==> src/rtl/nios_onchip_arb_pkg.sv <==
// ---------------------------------------------------------------------------
// nios_onchip_arb_pkg
// Shared types and defaults for the two-requester on-chip RAM arbiter:
//   DEF_* default widths (2048 x 32 RAM), arbitration state enum,
//   requester id type, and small helper functions (state for an owner id,
//   saturating 32-bit increment used by the optional statistics block).
// ---------------------------------------------------------------------------
package nios_onchip_arb_pkg;

  localparam int unsigned DEF_ADDR_W   = 11;
  localparam int unsigned DEF_DATA_W   = 32;
  localparam int unsigned DEF_BE_W     = 4;
  localparam int unsigned DEF_MAX_HOLD = 8;
  // hold counter width: enough for MAX_HOLD up to 255
  localparam int unsigned HOLD_W       = 8;

  typedef enum logic [1:0] {
    IDLE = 2'd0,
    OWN0 = 2'd1,
    OWN1 = 2'd2
  } arb_state_t;

  typedef logic req_id_t;

  localparam req_id_t ID_M0 = 1'b0;
  localparam req_id_t ID_M1 = 1'b1;

  // Ownership state that corresponds to a requester id.
  function automatic arb_state_t own_state(input req_id_t id);
    if (id == ID_M1) begin
      return OWN1;
    end else begin
      return OWN0;
    end
  endfunction

  // Increment when enabled, sticking at all-ones instead of wrapping.
  function automatic logic [31:0] sat_inc32(input logic [31:0] v, input logic en);
    if (en && (v != 32'hFFFF_FFFF)) begin
      return v + 32'd1;
    end else begin
      return v;
    end
  endfunction

endpackage

==> src/rtl/nios_system_onchip_arb_stats.sv <==
// ---------------------------------------------------------------------------
// nios_system_onchip_arb_stats
// Saturating activity counters for the on-chip RAM arbiter.
// Ports:
//   clk, reset_n        clock, asynchronous active-low reset
//   stat_clear_i        synchronous clear of all counters
//   grant0_i/grant1_i   one accepted transfer for m0 / m1 this cycle
//   stall_i             a request saw waitrequest = 1 this cycle
//   grants0_o/grants1_o accepted transfers per requester
//   stalls_o            stalled request cycles
// ---------------------------------------------------------------------------
module nios_system_onchip_arb_stats
  import nios_onchip_arb_pkg::*;
(
  input  logic        clk,
  input  logic        reset_n,
  input  logic        stat_clear_i,
  input  logic        grant0_i,
  input  logic        grant1_i,
  input  logic        stall_i,
  output logic [31:0] grants0_o,
  output logic [31:0] grants1_o,
  output logic [31:0] stalls_o
);

  logic [31:0] grants0_q, grants0_d;
  logic [31:0] grants1_q, grants1_d;
  logic [31:0] stalls_q,  stalls_d;

  // Next counter values: clear wins over counting.
  always_comb begin
    grants0_d = grants0_q;
    grants1_d = grants1_q;
    stalls_d  = stalls_q;
    if (stat_clear_i) begin
      grants0_d = 32'd0;
      grants1_d = 32'd0;
      stalls_d  = 32'd0;
    end else begin
      grants0_d = sat_inc32(grants0_q, grant0_i);
      grants1_d = sat_inc32(grants1_q, grant1_i);
      stalls_d  = sat_inc32(stalls_q,  stall_i);
    end
  end

  // Counter registers.
  always_ff @(posedge clk or negedge reset_n) begin
    if (!reset_n) begin
      grants0_q <= 32'd0;
      grants1_q <= 32'd0;
      stalls_q  <= 32'd0;
    end else begin
      grants0_q <= grants0_d;
      grants1_q <= grants1_d;
      stalls_q  <= stalls_d;
    end
  end

  assign grants0_o = grants0_q;
  assign grants1_o = grants1_q;
  assign stalls_o  = stalls_q;

endmodule

==> src/rtl/nios_system_onchip_mem_arbiter.sv <==
// ---------------------------------------------------------------------------
// nios_system_onchip_mem_arbiter
// Shares port s1 of the on-chip RAM between Avalon-MM requesters m0 and m1.
// Sticky ownership: the owner keeps the RAM while it requests, but once the
// other requester has waited through MAX_HOLD of the owner's grants, the
// bus is handed over. Grants are combinational from state + requests; read
// data returns to the originator one cycle after its grant.
//
// Ports:
//   clk, reset_n                  clock, asynchronous active-low reset
//   mX_address/byteenable/read/write/writedata   requester X command
//   mX_waitrequest                high = not accepted this cycle
//   mX_readdata/readdatavalid     read response to requester X
//   mem_address/byteenable/chipselect/write/writedata  to RAM s1
//   mem_readdata                  RAM read data (one cycle after address)
// Optional (macro ONCHIP_ARB_STATS_EN):
//   stat_clear                    synchronous clear of the counters
//   stat_grants0/stat_grants1     accepted transfers per requester
//   stat_stalls                   cycles in which a request was stalled
// ---------------------------------------------------------------------------
module nios_system_onchip_mem_arbiter
  import nios_onchip_arb_pkg::*;
#(
  parameter int unsigned ADDR_W   = DEF_ADDR_W,
  parameter int unsigned DATA_W   = DEF_DATA_W,
  parameter int unsigned BE_W     = DEF_BE_W,
  parameter int unsigned MAX_HOLD = DEF_MAX_HOLD
) (
  input  logic              clk,
  input  logic              reset_n,
  input  logic [ADDR_W-1:0] m0_address,
  input  logic [BE_W-1:0]   m0_byteenable,
  input  logic              m0_read,
  input  logic              m0_write,
  input  logic [DATA_W-1:0] m0_writedata,
  output logic              m0_waitrequest,
  output logic [DATA_W-1:0] m0_readdata,
  output logic              m0_readdatavalid,
  input  logic [ADDR_W-1:0] m1_address,
  input  logic [BE_W-1:0]   m1_byteenable,
  input  logic              m1_read,
  input  logic              m1_write,
  input  logic [DATA_W-1:0] m1_writedata,
  output logic              m1_waitrequest,
  output logic [DATA_W-1:0] m1_readdata,
  output logic              m1_readdatavalid,
  output logic [ADDR_W-1:0] mem_address,
  output logic [BE_W-1:0]   mem_byteenable,
  output logic              mem_chipselect,
  output logic              mem_write,
  output logic [DATA_W-1:0] mem_writedata,
  input  logic [DATA_W-1:0] mem_readdata
`ifdef ONCHIP_ARB_STATS_EN
  ,
  input  logic              stat_clear,
  output logic [31:0]       stat_grants0,
  output logic [31:0]       stat_grants1,
  output logic [31:0]       stat_stalls
`endif
);

  // Last grant the owner may take while the other side waits.
  localparam logic [HOLD_W-1:0] HOLD_LAST = HOLD_W'(MAX_HOLD - 32'd1);

  arb_state_t          state_q, state_d;
  logic [HOLD_W-1:0]   hold_q, hold_d;
  req_id_t             last_owner_q, last_owner_d;
  logic                rd_pend_q, rd_pend_d;
  req_id_t             rd_id_q, rd_id_d;

  logic                req0_s, req1_s;
  logic                gnt_vld_s;
  req_id_t             gnt_id_s;
  logic                other_req_s;
  logic [HOLD_W-1:0]   base_hold_s;
  logic [ADDR_W-1:0]   sel_addr_s;
  logic [BE_W-1:0]     sel_be_s;
  logic [DATA_W-1:0]   sel_wdata_s;
  logic                sel_read_s, sel_write_s;

  assign req0_s = m0_read | m0_write;
  assign req1_s = m1_read | m1_write;

  // Grant decision. Gated by reset_n so nothing is accepted while in reset
  // even though the requests are sampled combinationally.
  always_comb begin
    gnt_vld_s = 1'b0;
    gnt_id_s  = ID_M0;
    if (reset_n && (req0_s || req1_s)) begin
      gnt_vld_s = 1'b1;
      case (state_q)
        OWN0: begin
          if (req0_s) begin
            gnt_id_s = ID_M0;
          end else begin
            gnt_id_s = ID_M1;
          end
        end
        OWN1: begin
          if (req1_s) begin
            gnt_id_s = ID_M1;
          end else begin
            gnt_id_s = ID_M0;
          end
        end
        IDLE: begin
          // tie goes to whoever was not served last
          if (req0_s && req1_s) begin
            gnt_id_s = ~last_owner_q;
          end else if (req0_s) begin
            gnt_id_s = ID_M0;
          end else begin
            gnt_id_s = ID_M1;
          end
        end
        default: begin
          if (req0_s) begin
            gnt_id_s = ID_M0;
          end else begin
            gnt_id_s = ID_M1;
          end
        end
      endcase
    end else begin
      gnt_vld_s = 1'b0;
    end
  end

  // Command mux from the granted requester.
  always_comb begin
    sel_addr_s  = m0_address;
    sel_be_s    = m0_byteenable;
    sel_wdata_s = m0_writedata;
    sel_read_s  = m0_read;
    sel_write_s = m0_write;
    if (gnt_id_s == ID_M1) begin
      sel_addr_s  = m1_address;
      sel_be_s    = m1_byteenable;
      sel_wdata_s = m1_writedata;
      sel_read_s  = m1_read;
      sel_write_s = m1_write;
    end else begin
      sel_addr_s  = m0_address;
      sel_be_s    = m0_byteenable;
      sel_wdata_s = m0_writedata;
      sel_read_s  = m0_read;
      sel_write_s = m0_write;
    end
  end

  // Next ownership state, hold count and last owner.
  // hold_q counts grants the current owner has already taken while the other
  // requester waited; a grant to a new owner starts from zero.
  always_comb begin
    state_d      = IDLE;
    hold_d       = {HOLD_W{1'b0}};
    last_owner_d = last_owner_q;
    other_req_s  = 1'b0;
    base_hold_s  = {HOLD_W{1'b0}};
    if (gnt_vld_s) begin
      last_owner_d = gnt_id_s;
      if (gnt_id_s == ID_M1) begin
        other_req_s = req0_s;
      end else begin
        other_req_s = req1_s;
      end
      if (state_q == own_state(gnt_id_s)) begin
        base_hold_s = hold_q;
      end else begin
        base_hold_s = {HOLD_W{1'b0}};
      end
      if (other_req_s && (base_hold_s == HOLD_LAST)) begin
        // this was the owner's last grant; the waiter takes over next
        state_d = own_state(~gnt_id_s);
        hold_d  = {HOLD_W{1'b0}};
      end else if (other_req_s) begin
        state_d = own_state(gnt_id_s);
        hold_d  = base_hold_s + {{(HOLD_W-1){1'b0}}, 1'b1};
      end else begin
        state_d = own_state(gnt_id_s);
        hold_d  = {HOLD_W{1'b0}};
      end
    end else begin
      state_d = IDLE;
      hold_d  = {HOLD_W{1'b0}};
    end
  end

  // Read tracking: remember that a read was granted and for whom.
  always_comb begin
    rd_pend_d = 1'b0;
    rd_id_d   = rd_id_q;
    if (gnt_vld_s && sel_read_s && !sel_write_s) begin
      rd_pend_d = 1'b1;
      rd_id_d   = gnt_id_s;
    end else begin
      rd_pend_d = 1'b0;
    end
  end

  // Arbitration and read-tracking registers.
  always_ff @(posedge clk or negedge reset_n) begin
    if (!reset_n) begin
      state_q      <= IDLE;
      hold_q       <= {HOLD_W{1'b0}};
      last_owner_q <= ID_M1;
      rd_pend_q    <= 1'b0;
      rd_id_q      <= ID_M0;
    end else begin
      state_q      <= state_d;
      hold_q       <= hold_d;
      last_owner_q <= last_owner_d;
      rd_pend_q    <= rd_pend_d;
      rd_id_q      <= rd_id_d;
    end
  end

  // RAM-side command and requester handshakes.
  always_comb begin
    mem_address    = {ADDR_W{1'b0}};
    mem_byteenable = {BE_W{1'b0}};
    mem_writedata  = {DATA_W{1'b0}};
    mem_chipselect = 1'b0;
    mem_write      = 1'b0;
    m0_waitrequest = 1'b1;
    m1_waitrequest = 1'b1;
    if (gnt_vld_s) begin
      mem_address    = sel_addr_s;
      mem_byteenable = sel_be_s;
      mem_writedata  = sel_wdata_s;
      mem_chipselect = 1'b1;
      mem_write      = sel_write_s;
      m0_waitrequest = (gnt_id_s != ID_M0);
      m1_waitrequest = (gnt_id_s != ID_M1);
    end else begin
      mem_chipselect = 1'b0;
    end
  end

  // Read response steering: registered select, RAM data passed straight through.
  always_comb begin
    m0_readdatavalid = 1'b0;
    m1_readdatavalid = 1'b0;
    m0_readdata      = {DATA_W{1'b0}};
    m1_readdata      = {DATA_W{1'b0}};
    if (rd_pend_q && (rd_id_q == ID_M1)) begin
      m1_readdatavalid = 1'b1;
      m1_readdata      = mem_readdata;
    end else if (rd_pend_q) begin
      m0_readdatavalid = 1'b1;
      m0_readdata      = mem_readdata;
    end else begin
      m0_readdatavalid = 1'b0;
      m1_readdatavalid = 1'b0;
    end
  end

`ifdef ONCHIP_ARB_STATS_EN
  logic gnt0_s, gnt1_s, stall_s;

  assign gnt0_s  = gnt_vld_s & (gnt_id_s == ID_M0);
  assign gnt1_s  = gnt_vld_s & (gnt_id_s == ID_M1);
  assign stall_s = (req0_s & m0_waitrequest) | (req1_s & m1_waitrequest);

  nios_system_onchip_arb_stats u_stats (
    .clk          (clk),
    .reset_n      (reset_n),
    .stat_clear_i (stat_clear),
    .grant0_i     (gnt0_s),
    .grant1_i     (gnt1_s),
    .stall_i      (stall_s),
    .grants0_o    (stat_grants0),
    .grants1_o    (stat_grants1),
    .stalls_o     (stat_stalls)
  );
`endif

endmodule

==> config.mk <==
export PLATFORM = sky130hd
export DESIGN_NAME = nios_system_onchip_mem_arbiter
export DESIGN_NICKNAME = d
export VERILOG_FILES = /design/src/rtl/nios_onchip_arb_pkg.sv /design/src/rtl/nios_system_onchip_arb_stats.sv /design/src/rtl/nios_system_onchip_mem_arbiter.sv
export SDC_FILE = /design/constraint.sdc
export NUM_CORES = 1
export LEC_CHECK = 0
export CAP_MARGIN = 20
export CORE_AREA = 2 2 96 98
export CTS_BUF_LIST = sky130_fd_sc_hd__clkbuf_16
export DETAILED_ROUTE_END_ITERATION = 6
export DIE_AREA = 0 0 98 100
export PLACE_DENSITY = 0.84
export RECOVER_POWER = 50
export REMOVE_ABC_BUFFERS = 1
export SLEW_MARGIN = 20
export SYNTH_ARGS = -nofsm -noshare
export SYNTH_HDL_FRONTEND = slang
export SYNTH_SLANG_ARGS = --single-unit
==> constraint.sdc <==
create_clock -name clk -period 3.5 [get_ports clk]
set_input_delay 0.525 -clock clk [delete_from_list [all_inputs] [get_ports clk]]
set_output_delay 0.525 -clock clk [all_outputs]
set_load 0.01 [all_outputs]
=== Word level (Yosys, flattened, before mapping) ===
Index checks and enable logic that the tools add are counted.

* Output and inout port bits: 117
* Bits of input ports: 132
* Logic and storage cells: 59
* Bits in registers: 13

* Reductions and logical operators: 9
* Multiplexer cells: 37
* Bitwise operators: 4
* Equal/unequal tests: 3
* Add/subtract/negate cells: 1

{| class="wikitable"
|+ Operators by type and width
! operator !! count
|-
| 32-bit 2-to-1 mux || 5
|-
| 8-bit 2-to-1 mux || 5
|-
| 11-bit 2-to-1 mux || 2
|-
| 1-bit 2-to-1 mux || 17
|-
| 2-bit 2-to-1 mux || 5
|-
| 8-bit by 1-bit adder with 8-bit output, second input constant || 1
|-
| 8-bit by 3-bit equality test with 1-bit output, second input constant || 1
|-
| 4-bit 2-to-1 mux || 2
|-
| 1-bit logical AND || 6
|-
| 2-bit equality test || 1
|-
| 2-bit equality test, second input constant || 1
|-
| 2-bit zero test || 1
|-
| 1-bit NOT || 2
|-
| 1-bit bitwise OR || 2
|-
| 1-bit one-hot mux with 2 select lines || 1
|-
| 1-bit zero test || 1
|-
| 1-bit logical OR || 1
|}

=== Longest topological paths before layout ===
Gate-level depths: netlist of run 1.

* Word-level depth: 14
* Depth in mapped cells: 9

=== Worst setup path after synthesis of run 1 ===
Ideal clock, no wire load.

* Kind: in2reg
* Start: input port m1_read
* End: register state_q[1]
* Stages: 9
* Buffers on the path: 0
* Arrival time: 2119 ps
* Required time: 3418 ps
* Setup slack: 1299 ps
* Path through: o21a_2 -> nand2_1 -> a22o_1 -> and2_1 -> ha_1 -> nor4b_2 -> nand4b_1 -> a21oi_4 -> mux2i_1

* Longest elaborated chain between the ends: 14
* Elaborated cells between the ends (all ways): 21
* Classes of those cells: 2 x eq/ne; 14 x mux; 1 x bitwise; 4 x reduce/logical

{| class="wikitable"
|+ RTL lines
! element !! line !! source
|-
| start, declared || nios_system_onchip_mem_arbiter.sv:41 || <nowiki>input logic m1_read,</nowiki>
|-
| 1-bit bitwise OR * || nios_system_onchip_mem_arbiter.sv:82 || <nowiki>assign req1_s = m1_read | m1_write;</nowiki>
|-
| 1-bit logical AND || nios_system_onchip_mem_arbiter.sv:108 || <nowiki>if (req0_s && req1_s) begin</nowiki>
|-
| 1-bit 2-to-1 mux || nios_system_onchip_mem_arbiter.sv:108 ||
|-
| 1-bit one-hot mux with 2 select lines || nios_system_onchip_mem_arbiter.sv:91 || <nowiki>case (state_q)</nowiki>
|-
| 1-bit 2-to-1 mux || nios_system_onchip_mem_arbiter.sv:89 || <nowiki>if (reset_n && (req0_s || req1_s)) begin</nowiki>
|-
| 2-bit 2-to-1 mux || nios_onchip_arb_pkg.sv:30 || <nowiki>if (id == ID_M1) begin</nowiki>
|-
| 2-bit 2-to-1 mux || nios_system_onchip_mem_arbiter.sv:160 || <nowiki>if (gnt_vld_s) begin</nowiki>
|-
| 2-bit equality test || nios_system_onchip_mem_arbiter.sv:167 || <nowiki>if (state_q == own_state(gnt_id_s)) begin</nowiki>
|-
| 8-bit 2-to-1 mux || nios_system_onchip_mem_arbiter.sv:167 ||
|-
| 8-bit 2-to-1 mux || nios_system_onchip_mem_arbiter.sv:160 ||
|-
| 8-bit by 3-bit equality test with 1-bit output || nios_system_onchip_mem_arbiter.sv:172 || <nowiki>if (other_req_s && (base_hold_s == HOLD_LAST)) begin</nowiki>
|-
| 1-bit logical AND || nios_system_onchip_mem_arbiter.sv:172 ||
|-
| 2-bit 2-to-1 mux || nios_system_onchip_mem_arbiter.sv:172 ||
|-
| 2-bit 2-to-1 mux * || nios_system_onchip_mem_arbiter.sv:160 ||
|-
| via state_d[1] || nios_system_onchip_mem_arbiter.sv:65 || <nowiki>arb_state_t state_q, state_d;</nowiki>
|-
| end signal, assigned || nios_system_onchip_mem_arbiter.sv:210 || <nowiki>state_q <= state_d;</nowiki>
|-
| end, declared || nios_system_onchip_mem_arbiter.sv:65 ||
|}

Mark *: on every way through the listed nets, which the timed path passes. The rest lies on a longest branch. The select of a mux whose other input is x is not followed.
A chain may end at the register's enable or synchronous reset.

=== Worst setup path in the final report of run 1 ===
* Start: input port m0_write
* End: output port mem_writedata[20]

* Longest elaborated chain between the ends: 7
* Elaborated cells between the ends (all ways): 11
* Classes of those cells: 7 x mux; 1 x bitwise; 3 x reduce/logical

{| class="wikitable"
|+ RTL lines
! element !! line !! source
|-
| start, declared || nios_system_onchip_mem_arbiter.sv:34 || <nowiki>input logic m0_write,</nowiki>
|-
| 1-bit bitwise OR * || nios_system_onchip_mem_arbiter.sv:81 || <nowiki>assign req0_s = m0_read | m0_write;</nowiki>
|-
| 1-bit 2-to-1 mux or 1-bit logical AND (tied branches) || -- ||
|-
| 1-bit 2-to-1 mux || nios_system_onchip_mem_arbiter.sv:108 ||
|-
| 1-bit one-hot mux with 2 select lines || nios_system_onchip_mem_arbiter.sv:91 ||
|-
| 1-bit 2-to-1 mux || nios_system_onchip_mem_arbiter.sv:89 ||
|-
| 32-bit 2-to-1 mux || nios_system_onchip_mem_arbiter.sv:136 || <nowiki>if (gnt_id_s == ID_M1) begin</nowiki>
|-
| 32-bit 2-to-1 mux * || nios_system_onchip_mem_arbiter.sv:227 || <nowiki>if (gnt_vld_s) begin</nowiki>
|-
| end, declared || nios_system_onchip_mem_arbiter.sv:51 || <nowiki>output logic [DATA_W-1:0] mem_writedata,</nowiki>
|}

Every way passes the cells marked *; elsewhere a longest branch is shown, timed or not.

==> results of run 1 <==
-- layer usage --
metal | track usage [%] | vias to the layer above | routed length, um
met5 | 0 | - | 0
met4 | 3.85 | 0 | 154
met3 | 5.43 | 12 | 935
met2 | 33.6 | 179 | 4670
met1 | 17.3 | 1302 | 3030
li1 | - | 1460 | -
-- sequential cells by signal (all words and copies together) (netlist names) --
signal,cells
hold_q,8
state_q,2
last_owner_q,1
rd_id_q,1
rd_pend_q,1
-- final timing paths --
| check | to | cells past startpoint | slack, ns |
|---|---|---|---|
| min in group asynchronous | last_owner_q | 1 | 0.78 |
| max reg2reg | state_q[0] | 8 | 1.20 |
| min reg2reg | last_owner_q | 2 | 0.48 |
| min | last_owner_q | 2 | 0.48 |
| max | mem_writedata[20] | 6 | 0.27 |
| max in group asynchronous | hold_q[0] | 2 | 2.46 |
-- cell families (layout without fill, tap and decap cells) --
| family | Yosys count | in the layout | synth area share (%) |
|---|---|---|---|
| adder cells (fa/ha/maj) | 2 | 2 | 1.16 |
| AO/OA/AOI/OAI | 19 | 19 | 7.12 |
| AND/OR/NAND/NOR | 145 | 145 | 37.0 |
| multiplexers | 49 | 49 | 22.7 |
| buffers and inverters | 69 | 311 | 14.9 |
| other | 0 | 1 | 0 |
| flip-flops | 13 | 13 | 15.1 |
| XOR/XNOR | 5 | 5 | 2.03 |
-- worst register-to-register path, stage by stage, from the launching register on --
cell and delay [ns]:
dfrtp_1 0.42, and2b_2 0.28, a22o_1 0.20, and2_0 0.18, ha_1 0.21, nor4b_2 0.21, nand4b_1 0.18, a21oi_4 0.31
mux2i_1 0.23
-- power breakdown --
group	total (mW)	internal [mW]	switching (mW)
Combinational	0.669	0.396	0.273
Sequential	0.168	0.162	0.00605
Clock	0.206	0.150	0.0558
Total	1.04	0.708	0.334
-- Yosys cell counts (2+ instances only) --
cell type / number / share of area (%)
a21oi_1: 2 / 0.46
and2b_2: 2 / 0.81
xor2_1: 4 / 1.6
nand2_1: 51 / 8.9
clkbuf_1: 11 / 1.9
buf_4: 2 / 0.69
inv_1: 49 / 8.5
nor2_1: 3 / 0.52
o21ai_0: 3 / 0.69
mux2i_1: 49 / 23
nor3_1: 5 / 1.2
and2_1: 36 / 10
nand3_1: 3 / 0.69
ha_1: 2 / 1.2
dfrtp_1: 12 / 14
o211ai_1: 2 / 0.69
nor2b_1: 2 / 0.58
and3_1: 34 / 9.8
buf_6: 5 / 2.6
-- metrics by stage --
step	hold slack, ns	worst slack, ns	power, mW
6_report	0.481	0.265	1.04
3_3_place_gp	0.475	0.355	0.849
3_5_place_dp	0.472	0.246	0.859
2_1_floorplan	0.229	-0.100	0.430
5_1_grt	0.528	0.122	1.11
4_1_cts	0.484	0.243	1.07
-- cell type report --
class | count | area (sq um)
clock inverters | 1 | 3.75
repair buffers | 258 | 2570
inverters | 49 | 184
diodes | 1 | 2.50
well taps | 111 | 139
clock buffers | 3 | 75.1
multi-input cells | 220 | 1530
flip-flops and latches | 13 | 327
fillers | 785 | 4060
==> impl_metrics.csv, run 1 <==
group,metric,value,unit
floorplanning,dieHeight,100,um
routing,routedWlPerCell,13.4,um
grt,antenna_found_initial,1,
worst_setup_path,critical_path_buf_inv_count,3,
worst_setup_path,startpoint,"m0_write",
timing,fin_tns_setup,0,ns
finish,fin_nets,679,
floorplanning,die_w,98,um
synth,synth_async_sr_flop_share,100,%
worst_setup_path,crit_type,"in -> out",
floorplanning,io_pins,249,
worst_setup_path,worst_path_max_delay_cell,"clkdlybuf4s50_1",
finish,layout_commonest_cell,"clkdlybuf4s50_1",
synth,synthCells,302,
placed_design,dp_hpwl,7630,um
timing,finClkSkew,0.00200,ns
cts,h-tree-depth,1,
floorplanning,fp.dieArea,9800,sq um
routing,dr.pass1.iters,4,
grt,grt_pass1_vias,2924,
worst_setup_path,max_stage_delay,0.59,ns
cts,worstSkewPairLatency,0.24,ns
synth,synth_edf_count,0,
timing,rsz0062_at_grt,"no",
worst_setup_path,cp_cell_sequence,"clkdlybuf4s50_1 -> nor2_1 -> o21ai_4 -> buf_12 -> mux2i_1 -> clkdlybuf4s50_1",
cts,clk_path_buf_depth,2,
timing,fin_crit,3.23,ns
worst_setup_path,worst_r2r_startpoint,"state_q[0]",
placed_design,placed_cells,651,
finish,stdcell_count,656,
finish,final_area,4830,sq um
synth,ys.flop_type,"dfrtp_1",
synth,synth_seq_area_share,15.1,%
synth,avgSynthCellArea,7.16,sq um
power,p_per_area,216,nW/um^2
power,irDropWorstVdd,0.128,mV
power,power.leakage,2.48,nW
job,maxCapViolCount,0,
worst_setup_path,cp_common_cell,"clkdlybuf4s50_1",
cts,cts_resized,0,
cts,cts_root_buf,"clkbuf_16",
worst_setup_path,path_delay_family,"buffers and inverters",
timing,max_freq,0.309,GHz
grt,grt_usage,17.0,%
routing,ant_nets,0,
floorplanning,core,8890,sq um
run_status,outcome,"finished, final reports clean",
timing,max_slew.worst_pin.slew,1.02,ns
finish,area_delta_synth_final,123,%
synth,netlist_area,2160,sq um
finish,final_cell_mix,"207 x clkdlybuf4s50_1, 51 x nand2_1, 50 x inv_1",
finish,drive_above_1_share,4.41,%
timing,slew_headroom,31.9,%
grt,grt_pass1_wl,13800,um
worst_setup_path,crit_arrival,2.71,ns
placed_design,gp_congestion,0.888,
placed_design,portBuffers,248,
hold_path,hp-start,"last_owner_q",
routing,drc,0,
worst_setup_path,end_kind,"primary output",
synth,ys_warn_count,0,
worst_setup_path,critPathLaunchType,"input port",
routing,drt_wl_total,8790,um
hold_path,min_path_type,"reg -> reg",
worst_setup_path,cp.required,2.97,ns
timing,finalHoldViolCount,0,
timing,finalCritPeriodShare,92.4,%
routing,detail_route.iter0.violations,54,
timing,maxSlewViolCount,0,
cts,postCtsSetupBuffers,0,
synth,ys_ff_latch,13,
cts,cts_buffers,3,
floorplanning,start_util,24.3,%
cts,clkSinkCount,13,
cts,tritoncts,"built",
timing,setup_viol,0,
floorplanning,rows,35,
finish,final_core_util,54.3,%
grt,grt_overflow_total,0,
grt,grt_max_degree,50,
synth,synth_cell_types,44,
cts,cts_hold_buffers,0,
worst_setup_path,path_max_fanout,31,
routing,viasPerCell,4.50,
cts,path_clk_slew,0.04,ns
routing,via_count,2953,
placed_design,place_area,4760,sq um
Note: power is estimated with default switching activity, not from simulation.
==> run 2, diff against run 1 <==
--- a/config.mk
+++ b/config.mk
@@ -8,6 +8,7 @@
 export CAP_MARGIN = 20
 export CORE_AREA = 2 2 96 98
 export CTS_BUF_LIST = sky130_fd_sc_hd__clkbuf_16
+export CTS_CLUSTER_SIZE = 14
 export DETAILED_ROUTE_END_ITERATION = 6
 export DIE_AREA = 0 0 98 100
 export PLACE_DENSITY = 0.84
==> results of run 2 <==
Same layout as run 1: the final DEF is identical, and so are final timing and power.
==> RTL edit (flow settings as in run 2) <==
Set the package constant `HOLD_W` to 12 (it was 8).
--- a/src/rtl/nios_onchip_arb_pkg.sv
+++ b/src/rtl/nios_onchip_arb_pkg.sv
@@ -14,3 +14,3 @@
   // hold counter width: enough for MAX_HOLD up to 255
-  localparam int unsigned HOLD_W       = 8;
+  localparam int unsigned HOLD_W       = 12;
 
Formal check against the unedited RTL: same outputs for any inputs over 4 cycles, from zero or initial values and one cycle with reset_n low; that may be too few to reach the edited logic, so the function may still have changed.
==> RTL edit against run 2 <==
  * Sequential power is 29% higher
  * Final cell count is 10% lower
  * Clock skew hardly changed
  * Worst setup slack worse by 0.13 ns
  * Fmax is 4.0% lower
  * Sequential cell count is 4 higher
  * Via count is 4.0% lower
  * Routed wire length is 14% higher
  * Area after synthesis is 12% lower
  * Cell area is 5.2% lower
  * Synthesized cell count is 22% lower
  * Total power is 6.4% higher
==> RTL edit: results <==
group,metric,value,unit
status,run_status,"complete, no violations",
cells_and_area,antenna-diode-count,0,
cells_and_area,clock_tree_area_fraction,0.01748,
timing,slew_headroom,0.2818,
global_routing,initial_antenna_violation_count,0,
global_routing,grt_util_met1,0.2451,
synth,syn_area,1911,um^2
placement,place_worst_setup_slack,0.1388,ns
cells_and_area,multiInputGateArea,1366,um^2
routing,wl,9.977,mm
synth,synthesized_instance_count,237,
cells_and_area,layout.comb_gates.multi_input,196,
global_routing,grt.met3_usage,0.04318,
synth,synthTopCellsByCount,"sky130_fd_sc_hd__a22o_1, sky130_fd_sc_hd__and3_1, sky130_fd_sc_hd__and2_1",
global_routing,grt_max_degree,47,
critical_path,worst-path-max-fanout,39,
cells_and_area,buffer_area_frac,0.5583,
synth,synth_compound_gate_area_share,0.2698,
global_routing,grt_pass1_vias,2725,
cts,cts_sinks,17,
power_and_ir_drop,power.density_cell_area,242.3,nW/um^2
synth,synth_mux_area_frac,0.01703,
placement,post_dp_cell_area,4518,um^2
power_and_ir_drop,netSwitchingPower,357.3,uW
cells_and_area,non_clock_buffer_count,257,
synth,post_synth_main_area_contributors,"sky130_fd_sc_hd__a22o_1, sky130_fd_sc_hd__dfrtp_1, sky130_fd_sc_hd__and3_1",
placement,post-place-cells,584,
cells_and_area,seqAreaFraction,0.09314,
synth,synth-seq-area-share,0.2233,
critical_path,cp_slowest_stage_delay,0.63,ns
cells_and_area,instances_no_fill,588,
global_routing,global_route.usage.total,0.1914,
cells_and_area,share_of_layout_cells_above_drive_strength_1,0.03564,
power_and_ir_drop,clock_power,230,uW
routing,first_iteration_detailed_routing_drc_count,109,
placement,detailedPlacementHpwl,8.592,mm
synth,post_synth_fa_ha_maj_area_fraction,0.01310,
cells_and_area,inverters_excl_clock,3,
global_routing,grt_first_pass_wirelength,15.04,mm
cells_and_area,layout.filler_cells,807,
synth,xor_xnor_share_of_the_synthesized_area,0.04584,
cts,cts.root.buffer_cell,"sky130_fd_sc_hd__clkbuf_16",
cells_and_area,fin_nets,612,
power_and_ir_drop,worst_vdd_rail_ir_drop,153.5,uV
global_routing,grt.met2_usage,0.3340,
synth,synth_cell_type_count,37,
cells_and_area,area_growth,139.8,%
timing,timing.clock.skew,0.001918,ns
RTL edit: worst max-delay path, delay by kind of cell:
family / cells / cell delay [ns]
buffers and inverters: 3 / 1.34
AOI/OAI and AO/OA: 2 / 0.60
and+or+nand+nor: 1 / 0.38
RTL edit: metal layers:
layer | vias to the layer above | wire (um)
li1 | 1362 | -
met1 | 1268 | 4222
met2 | 191 | 4734
met3 | 14 | 865
met4 | 0 | 154
met5 | - | 0
RTL edit: path summary, 6_finish.rpt:
check	from	to	slack, ns	depth (start not counted)
worst max-delay path	m0_read	mem_writedata[30]	0.13	6
worst min-delay path	last_owner_q	last_owner_q	0.50	2
worst max register to register	state_q[0]	state_q[1]	0.88	9
worst min register to register	last_owner_q	last_owner_q	0.50	2
max in group asynchronous	reset_n	hold_q[1]	1.81	2
min in group asynchronous	reset_n	rd_id_q	1.13	2
